==> config.mk <==
export PLATFORM = sky130hd
export DESIGN_NAME = instr_sequencer
export DESIGN_NICKNAME = d
export VERILOG_FILES = /design/src/rtl/instr_sequencer_pkg.sv /design/src/rtl/instr_decoder.sv /design/src/rtl/instr_sequencer.sv
export SDC_FILE = /design/constraint.sdc
export NUM_CORES = 1
export LEC_CHECK = 0
export ABC_AREA = 1
export CAP_MARGIN = 20
export CORE_MARGIN = 4
export CORE_UTILIZATION = 49
export CTS_CLUSTER_SIZE = 20
export DETAILED_ROUTE_END_ITERATION = 10
export GPL_ROUTABILITY_DRIVEN = 0
export MAX_ROUTING_LAYER = met4
export PLACE_DENSITY_LB_ADDON = 0.12
export REMOVE_ABC_BUFFERS = 1
export SYNTH_ARGS = -nofsm -noshare
export SYNTH_HDL_FRONTEND = slang
export SYNTH_SLANG_ARGS = --single-unit
==> constraint.sdc <==
create_clock -name clk -period 2.6 [get_ports clk]
set_clock_uncertainty 0.15 [all_clocks]
set_input_delay 0.39 -clock clk [delete_from_list [all_inputs] [get_ports clk]]
set_output_delay 0.39 -clock clk [all_outputs]
set_load 0.01 [all_outputs]
==> src/rtl/instr_sequencer_pkg.sv <==
`default_nettype none
// ============================================================================
// Module      : instr_sequencer_pkg
// Description : Shared definitions for the instruction sequencer: opcode
//               constants, FSM state encoding and instruction field
//               bit positions.
// Revision    : 1.0 - initial release
// ============================================================================
package instr_sequencer_pkg;

  // Opcodes (IR[15:12]); 7..14 execute as NOP
  localparam logic [3:0] OP_ADD  = 4'd0;
  localparam logic [3:0] OP_SUB  = 4'd1;
  localparam logic [3:0] OP_AND  = 4'd2;
  localparam logic [3:0] OP_OR   = 4'd3;
  localparam logic [3:0] OP_ADDI = 4'd4;
  localparam logic [3:0] OP_BEQ  = 4'd5;
  localparam logic [3:0] OP_JMP  = 4'd6;
  localparam logic [3:0] OP_HALT = 4'd15;

  typedef enum logic [2:0] {
    S_FETCH  = 3'd0,
    S_DECODE = 3'd1,
    S_EXEC   = 3'd2,
    S_WB     = 3'd3,
    S_HALT   = 3'd4
  } state_t;

  // Instruction field bit positions
  localparam int OPC_MSB = 15;
  localparam int OPC_LSB = 12;
  localparam int RD_MSB  = 11;
  localparam int RD_LSB  = 9;
  localparam int RS1_MSB = 8;
  localparam int RS1_LSB = 6;
  localparam int RS2_MSB = 5;
  localparam int RS2_LSB = 3;
  localparam int IMM_MSB = 5;
  localparam int IMM_LSB = 0;
  localparam int JT_MSB  = 7;
  localparam int JT_LSB  = 0;

  // Opcodes whose result is written back through the ALU path
  function automatic logic is_alu_op(input logic [3:0] op);
    logic r;
    r = 1'b0;
    case (op)
      OP_ADD, OP_SUB, OP_AND, OP_OR, OP_ADDI: r = 1'b1;
      default:                                r = 1'b0;
    endcase
    return r;
  endfunction

endpackage
`default_nettype wire

==> src/rtl/instr_decoder.sv <==
`default_nettype none
// ============================================================================
// Module      : instr_decoder
// Description : Purely combinational decode of a 16-bit instruction word into
//               register/immediate fields and datapath select signals.
// Revision    : 1.0 - initial release
// Ports       :
//   ir             in  16  instruction register
//   opcode         out 4   IR[15:12]
//   rd/rs1/rs2     out 3   IR[11:9] / IR[8:6] / IR[5:3]
//   imm            out 6   IR[5:0]
//   jmp_target     out 8   IR[7:0]
//   src2_select    out 1   immediate as ALU operand 2 (ADDI)
//   alu_out_select out 1   write-back from ALU (opcodes 0-4)
//   reg_write_en   out 1   instruction writes the register file
//   is_beq/is_jmp/is_halt out 1  control-flow class flags
// ============================================================================
module instr_decoder
  import instr_sequencer_pkg::*;
(
  input  logic [15:0] ir,
  output logic [3:0]  opcode,
  output logic [2:0]  rd,
  output logic [2:0]  rs1,
  output logic [2:0]  rs2,
  output logic [5:0]  imm,
  output logic [7:0]  jmp_target,
  output logic        src2_select,
  output logic        alu_out_select,
  output logic        reg_write_en,
  output logic        is_beq,
  output logic        is_jmp,
  output logic        is_halt
);

  logic [3:0] w_op;

  assign w_op           = ir[OPC_MSB:OPC_LSB];
  assign opcode         = w_op;
  assign rd             = ir[RD_MSB:RD_LSB];
  assign rs1            = ir[RS1_MSB:RS1_LSB];
  assign rs2            = ir[RS2_MSB:RS2_LSB];
  assign imm            = ir[IMM_MSB:IMM_LSB];
  assign jmp_target     = ir[JT_MSB:JT_LSB];
  assign src2_select    = (w_op == OP_ADDI);
  assign alu_out_select = is_alu_op(w_op);
  assign reg_write_en   = is_alu_op(w_op);
  assign is_beq         = (w_op == OP_BEQ);
  assign is_jmp         = (w_op == OP_JMP);
  assign is_halt        = (w_op == OP_HALT);

endmodule
`default_nettype wire

==> src/rtl/instr_sequencer.sv <==
`default_nettype none
// ============================================================================
// Module      : instr_sequencer
// Description : Multi-cycle FETCH/DECODE/EXEC/WB control sequencer for the
//               16-bit core. Fetches over a req/ready handshake, decodes the
//               instruction, drives datapath controls and owns the PC.
// Revision    : 1.0 - initial release
// Ports       :
//   clk, rst                 clock / async active-high reset
//   imem_req/addr/ready/rdata instruction memory handshake
//   alu_zero                 ALU zero flag (BEQ condition)
//   instr_addr               current PC
//   pc_select, jump_addr     PC redirect control (valid in WB only)
//   src2_select, alu_out_select, reg_write  datapath controls
//   imm, rs1, rs2, rd, opcode decoded fields (valid DECODE..WB)
//   halted                   core stopped by HALT
// ============================================================================
module instr_sequencer
  import instr_sequencer_pkg::*;
#(
  parameter int              ADDR_W   = 8,
  parameter int              INSTR_W  = 16,
  parameter logic [ADDR_W-1:0] RESET_PC = 8'h00
) (
  input  logic               clk,
  input  logic               rst,
  output logic               imem_req,
  output logic [ADDR_W-1:0]  imem_addr,
  input  logic               imem_ready,
  input  logic [INSTR_W-1:0] imem_rdata,
  input  logic               alu_zero,
  output logic [ADDR_W-1:0]  instr_addr,
  output logic               pc_select,
  output logic [ADDR_W-1:0]  jump_addr,
  output logic               src2_select,
  output logic               alu_out_select,
  output logic               reg_write,
  output logic [5:0]         imm,
  output logic [2:0]         rs1,
  output logic [2:0]         rs2,
  output logic [2:0]         rd,
  output logic [3:0]         opcode,
  output logic               halted
);

  state_t              r_state;
  logic [ADDR_W-1:0]   r_pc;
  logic [INSTR_W-1:0]  r_ir;
  logic                r_imem_req;
  logic [ADDR_W-1:0]   r_imem_addr;
  logic                r_fields_valid;
  logic                r_reg_write;
  logic                r_pc_select;
  logic [ADDR_W-1:0]   r_jump_addr;
  logic                r_halted;

  logic [3:0]          w_opcode;
  logic [2:0]          w_rd;
  logic [2:0]          w_rs1;
  logic [2:0]          w_rs2;
  logic [5:0]          w_imm;
  logic [7:0]          w_jmp_target;
  logic                w_src2_select;
  logic                w_alu_out_select;
  logic                w_reg_write_en;
  logic                w_is_beq;
  logic                w_is_jmp;
  logic                w_is_halt;
  logic [ADDR_W-1:0]   w_pc_plus1;
  logic [ADDR_W-1:0]   w_branch_target;
  logic [ADDR_W-1:0]   w_pc_next;

  instr_decoder u_decoder (
    .ir             (r_ir),
    .opcode         (w_opcode),
    .rd             (w_rd),
    .rs1            (w_rs1),
    .rs2            (w_rs2),
    .imm            (w_imm),
    .jmp_target     (w_jmp_target),
    .src2_select    (w_src2_select),
    .alu_out_select (w_alu_out_select),
    .reg_write_en   (w_reg_write_en),
    .is_beq         (w_is_beq),
    .is_jmp         (w_is_jmp),
    .is_halt        (w_is_halt)
  );

  // PC arithmetic wraps naturally at ADDR_W bits
  assign w_pc_plus1      = r_pc + ADDR_W'(1);
  assign w_branch_target = w_pc_plus1 + {{(ADDR_W-6){w_imm[5]}}, w_imm};
  assign w_pc_next       = r_pc_select ? r_jump_addr : w_pc_plus1;

  always_ff @(posedge clk or posedge rst) begin
    if (rst) begin
      r_state        <= S_FETCH;
      r_pc           <= RESET_PC;
      r_ir           <= '0;
      r_imem_req     <= 1'b0;
      r_imem_addr    <= '0;
      r_fields_valid <= 1'b0;
      r_reg_write    <= 1'b0;
      r_pc_select    <= 1'b0;
      r_jump_addr    <= '0;
      r_halted       <= 1'b0;
    end else begin
      case (r_state)
        S_FETCH: begin
          // A grant only counts once the request is actually visible;
          // the first cycle after reset raises the request.
          if (r_imem_req && imem_ready) begin
            r_ir           <= imem_rdata;
            r_imem_req     <= 1'b0;
            r_fields_valid <= 1'b1;
            r_state        <= S_DECODE;
          end else begin
            r_imem_req  <= 1'b1;
            r_imem_addr <= r_pc;
          end
        end
        S_DECODE: begin
          r_state <= S_EXEC;
        end
        S_EXEC: begin
          if (w_is_halt) begin
            r_halted       <= 1'b1;
            r_fields_valid <= 1'b0;
            r_state        <= S_HALT;
          end else begin
            r_reg_write <= w_reg_write_en;
            // alu_zero is sampled here, at the end of EXEC; the
            // registered pc_select doubles as the branch-taken flag.
            if (w_is_jmp) begin
              r_pc_select <= 1'b1;
              r_jump_addr <= ADDR_W'(w_jmp_target);
            end else if (w_is_beq && alu_zero) begin
              r_pc_select <= 1'b1;
              r_jump_addr <= w_branch_target;
            end
            r_state <= S_WB;
          end
        end
        S_WB: begin
          r_pc           <= w_pc_next;
          r_imem_addr    <= w_pc_next;
          r_imem_req     <= 1'b1;
          r_reg_write    <= 1'b0;
          r_pc_select    <= 1'b0;
          r_jump_addr    <= '0;
          r_fields_valid <= 1'b0;
          r_state        <= S_FETCH;
        end
        S_HALT: begin
          r_state <= S_HALT;
        end
        default: begin
          r_state <= S_FETCH;
        end
      endcase
    end
  end

  assign imem_req       = r_imem_req;
  assign imem_addr      = r_imem_addr;
  assign instr_addr     = r_pc;
  assign pc_select      = r_pc_select;
  assign jump_addr      = r_jump_addr;
  assign reg_write      = r_reg_write;
  assign halted         = r_halted;

  // Fields and selects are held at zero outside DECODE..WB so a cleared IR
  // (which decodes as ADD) never leaks control activity.
  assign opcode         = r_fields_valid ? w_opcode         : 4'd0;
  assign rd             = r_fields_valid ? w_rd             : 3'd0;
  assign rs1            = r_fields_valid ? w_rs1            : 3'd0;
  assign rs2            = r_fields_valid ? w_rs2            : 3'd0;
  assign imm            = r_fields_valid ? w_imm            : 6'd0;
  assign src2_select    = r_fields_valid & w_src2_select;
  assign alu_out_select = r_fields_valid & w_alu_out_select;

endmodule
`default_nettype wire

==> impl_metrics.csv <==
group,metric,value,unit
final_layout,post-route-util,0.683,
routing,routed_via_density,4.95,
yosys,synthXorXnorAreaFrac,0.0156,
routing,postRouteAntennaNets,0,
global_routing,antenna_found_initial,0,
global_routing,grt_max_degree,28,
worst_setup_path,endpoint,"src2_select",
routing,drcViolationCount,0,
routing,wire_per_inst,12.8,µm
clock_network,insertion_delay,0.30,ns
global_routing,use_met2,0.343,
yosys,yosys_warnings,0,
clock_network,cts.repair.resized,0,
run_status,outcome,"complete, no violations",
yosys,synth_top_area_frac,0.442,
yosys,syn-cell-area,2720,µm²
placement,io_buffers,68,
clock_network,cts.path.max_buffers,2,
worst_setup_path,crit_required,2.06,ns
worst_setup_path,start_kind,"flop",
clock_network,cts_tree,"built",
worst_setup_path,r2r_slack,0.29,ns
worst_setup_path,crit_path_end_kind,"output pin",
yosys,synth_area_per_cell,7.95,µm²
routing,first_iter_violations,112,
timing,slew_headroom,0.600,
timing,min_period,2.36,ns
global_routing,grt_pass1_wl,10.3,mm
power,powerDensity,1460,nW/µm²
yosys,synth_commonest_cells,"102 x nand2_1, 48 x dfrtp_1, 45 x inv_1, 29 x nor2_1, 19 x a21oi_1",
yosys,synthMuxAreaShare,0.0511,
min_path,holdCritPathClass,"primary input to async pin",
final_layout,area_delta_synth_final,31.5,%
yosys,ys_seq_area_frac,0.442,
global_routing,top_usage_layer,"met2",
global_routing,grt_overflow,0,
yosys,synth_top_area_cell,"dfrtp_1",
clock_network,h-tree-depth,2,
final_layout,drive_above_1_share,0.0980,
clock_network,clkSinkCount,48,
yosys,synth_top_family_by_area,"simple AND/OR/NAND/NOR gates",
clock_network,cts_buffers,5,
routing,drt-total-wl,6.13,mm
power,peakVddDrop,716,µV
yosys,synth-simple-area-share,0.252,
worst_setup_path,crit_arrival,1.82,ns
clock_network,root_buffer,"clkbuf_8",
timing,finalHoldViolCount,0,
worst_setup_path,r2r_start,"instr_addr[0]$_DFFE_PP0P_",
placement,dp_hpwl,4.69,mm
yosys,async_flop_share,1.00,
worst_setup_path,crit_fanout,18,
yosys,synth_compound_area_frac,0.100,
yosys,netlist-cell-type-count,36,
global_routing,gr-usage-met1,0.255,
die,rows,26,
routing,drtPass1Iterations,4,
timing,setup_viol,0,
yosys,ys_seq_elements,48,
timing,tns,0,ns
timing,slew_violations,0,
worst_setup_path,startpoint,"r_fields_valid$_DFFE_PP0P_",
timing,period_share,0.909,
final_layout,diodes,0,
global_routing,grt_pass1_vias,2291,
yosys,yosysMostFrequentCell,"nand2_1",
die,ioPinCount,69,
timing,tightest_slew,0.601,ns
clock_network,clkTransAtPathRegs,0.08,ns
yosys,synth_cells,342,
yosys,synth-edff-count,0,
yosys,synthAdderAreaFrac,0.0442,
job,drv_cap,0,
global_routing,grt_util_all_layers,0.205,
final_layout,final_nets,437,
die,die_y,82.5,µm
clock_network,holdBufCountCts,0,
die,die_w,82.5,µm
clock_network,postCtsSetupBuffers,0,
yosys,ys.flop_type,"dfrtp_1",
timing,rsz0062_at_grt,"false",
timing,max_freq,423,MHz
die,floorplan.initialDensity,0.519,
worst_setup_path,rr_worst_depth,14,
worst_setup_path,worstReg2RegEnd,"jump_addr[7]$_DFFE_PP0P_",
die,fp.dieArea,6810,µm²
power,p_leak,1.87,nW
worst_setup_path,crit_type,"flop to output pin",
global_routing,grtUsageMet3,0.0293,
die,core,5240,µm²
worst_setup_path,cpPeakStageDelay,0.73,ns
worst_setup_path,cpMaxStageDelayCell,"dfrtp_1",
worst_setup_path,path_cells,"inv_1, nor2_1, clkdlybuf4s50_1",
routing,via_count,2366,
yosys,synth.area.top_cells,"dfrtp_1 44%, nand2_1 14%, inv_1 6.2%",
==> flip-flops by register name, summed over array words and instances (netlist names) <==
| name | count |
|---|---|
| r_ir | 16 |
| imem_req | 1 |
| r_state | 3 |
| pc_select | 1 |
| halted | 1 |
| jump_addr | 8 |
| reg_write | 1 |
| instr_addr | 8 |
| imem_addr | 8 |
| r_fields_valid | 1 |
==> critical path, delay by kind of cell, from the launching register on <==
| kind | cells | cell delay, ns |
|---|---|---|
| DFF | 1 | 0.73 |
| buffers and inverters | 2 | 0.66 |
| and+or+nand+nor | 1 | 0.13 |
==> how the worst min path moves through the flow <==
stage,startpoint,endpoint
final,rst,imem_req$_DFFE_PP0N_
after global routing,rst,imem_req$_DFFE_PP0N_
after CTS,rst,imem_addr[0]$_DFFE_PP0P_
after detailed placement,halted$_DFFE_PP0P_,halted$_DFFE_PP0P_
after global placement,halted$_DFFE_PP0P_,halted$_DFFE_PP0P_
after floorplan,r_state[1]$_DFFE_PP0P_,r_state[2]$_DFFE_PP0P_
==> cell families after synthesis <==
family,after synthesis
DFF,48
AOI/OAI and AO/OA,47
muxes,10
xor gates and xnor gates,4
and+or+nand+nor,161
adders and majority gates,9
buffers and inverters,63
==> area by class of cell <==
class	count	area, µm²
Clock buffer	5	68.8
Timing Repair Buffer	69	701
Tap cell	70	87.6
Sequential cell	48	1200
Multi-Input combinational cell	231	1260
Inverter	53	199
Clock inverter	2	60.1
Fill cell	452	1660
==> power breakdown <==
group	switching [mW]	internal, mW
logic	1.67	1.43
registers	0.382	1.11
clock network	0.243	0.378
==> per-stage QoR <==
stage | hold slack, ns | instance area [µm²] | std cells | total power [mW] | setup slack [ns]
detailed placement | 0.314 | 3450 | 471 | 4.62 | 0.310
CTS | 0.284 | 3580 | 478 | 5.26 | 0.205
global placement | 0.302 | 3450 | 471 | 4.55 | 0.354
floorplan | 0.302 | 2660 | 332 | 3.47 | 0.415
global route | 0.324 | 3580 | 478 | 5.77 | 0.0266
finish | 0.271 | 3580 | 478 | 5.22 | 0.235
==> placed cells by master, fill, tap and decap left out, drive strengths merged, types with 5 or more instances in the layout <==
cell / count
o21ai: 18
nand2: 105
dfrtp: 48
nor2: 36
clkbuf: 5
nand3: 15
ha: 8
clkdlybuf4s50: 68
mux2: 10
inv: 52
a21oi: 21
==> metal layers <==
metal	wire length [µm]	vias up
li1	-	1195
met1	2720	1109
met5	0	-
met3	284	8
met4	76	0
met2	3050	54
(Power assumes the default switching activity.)
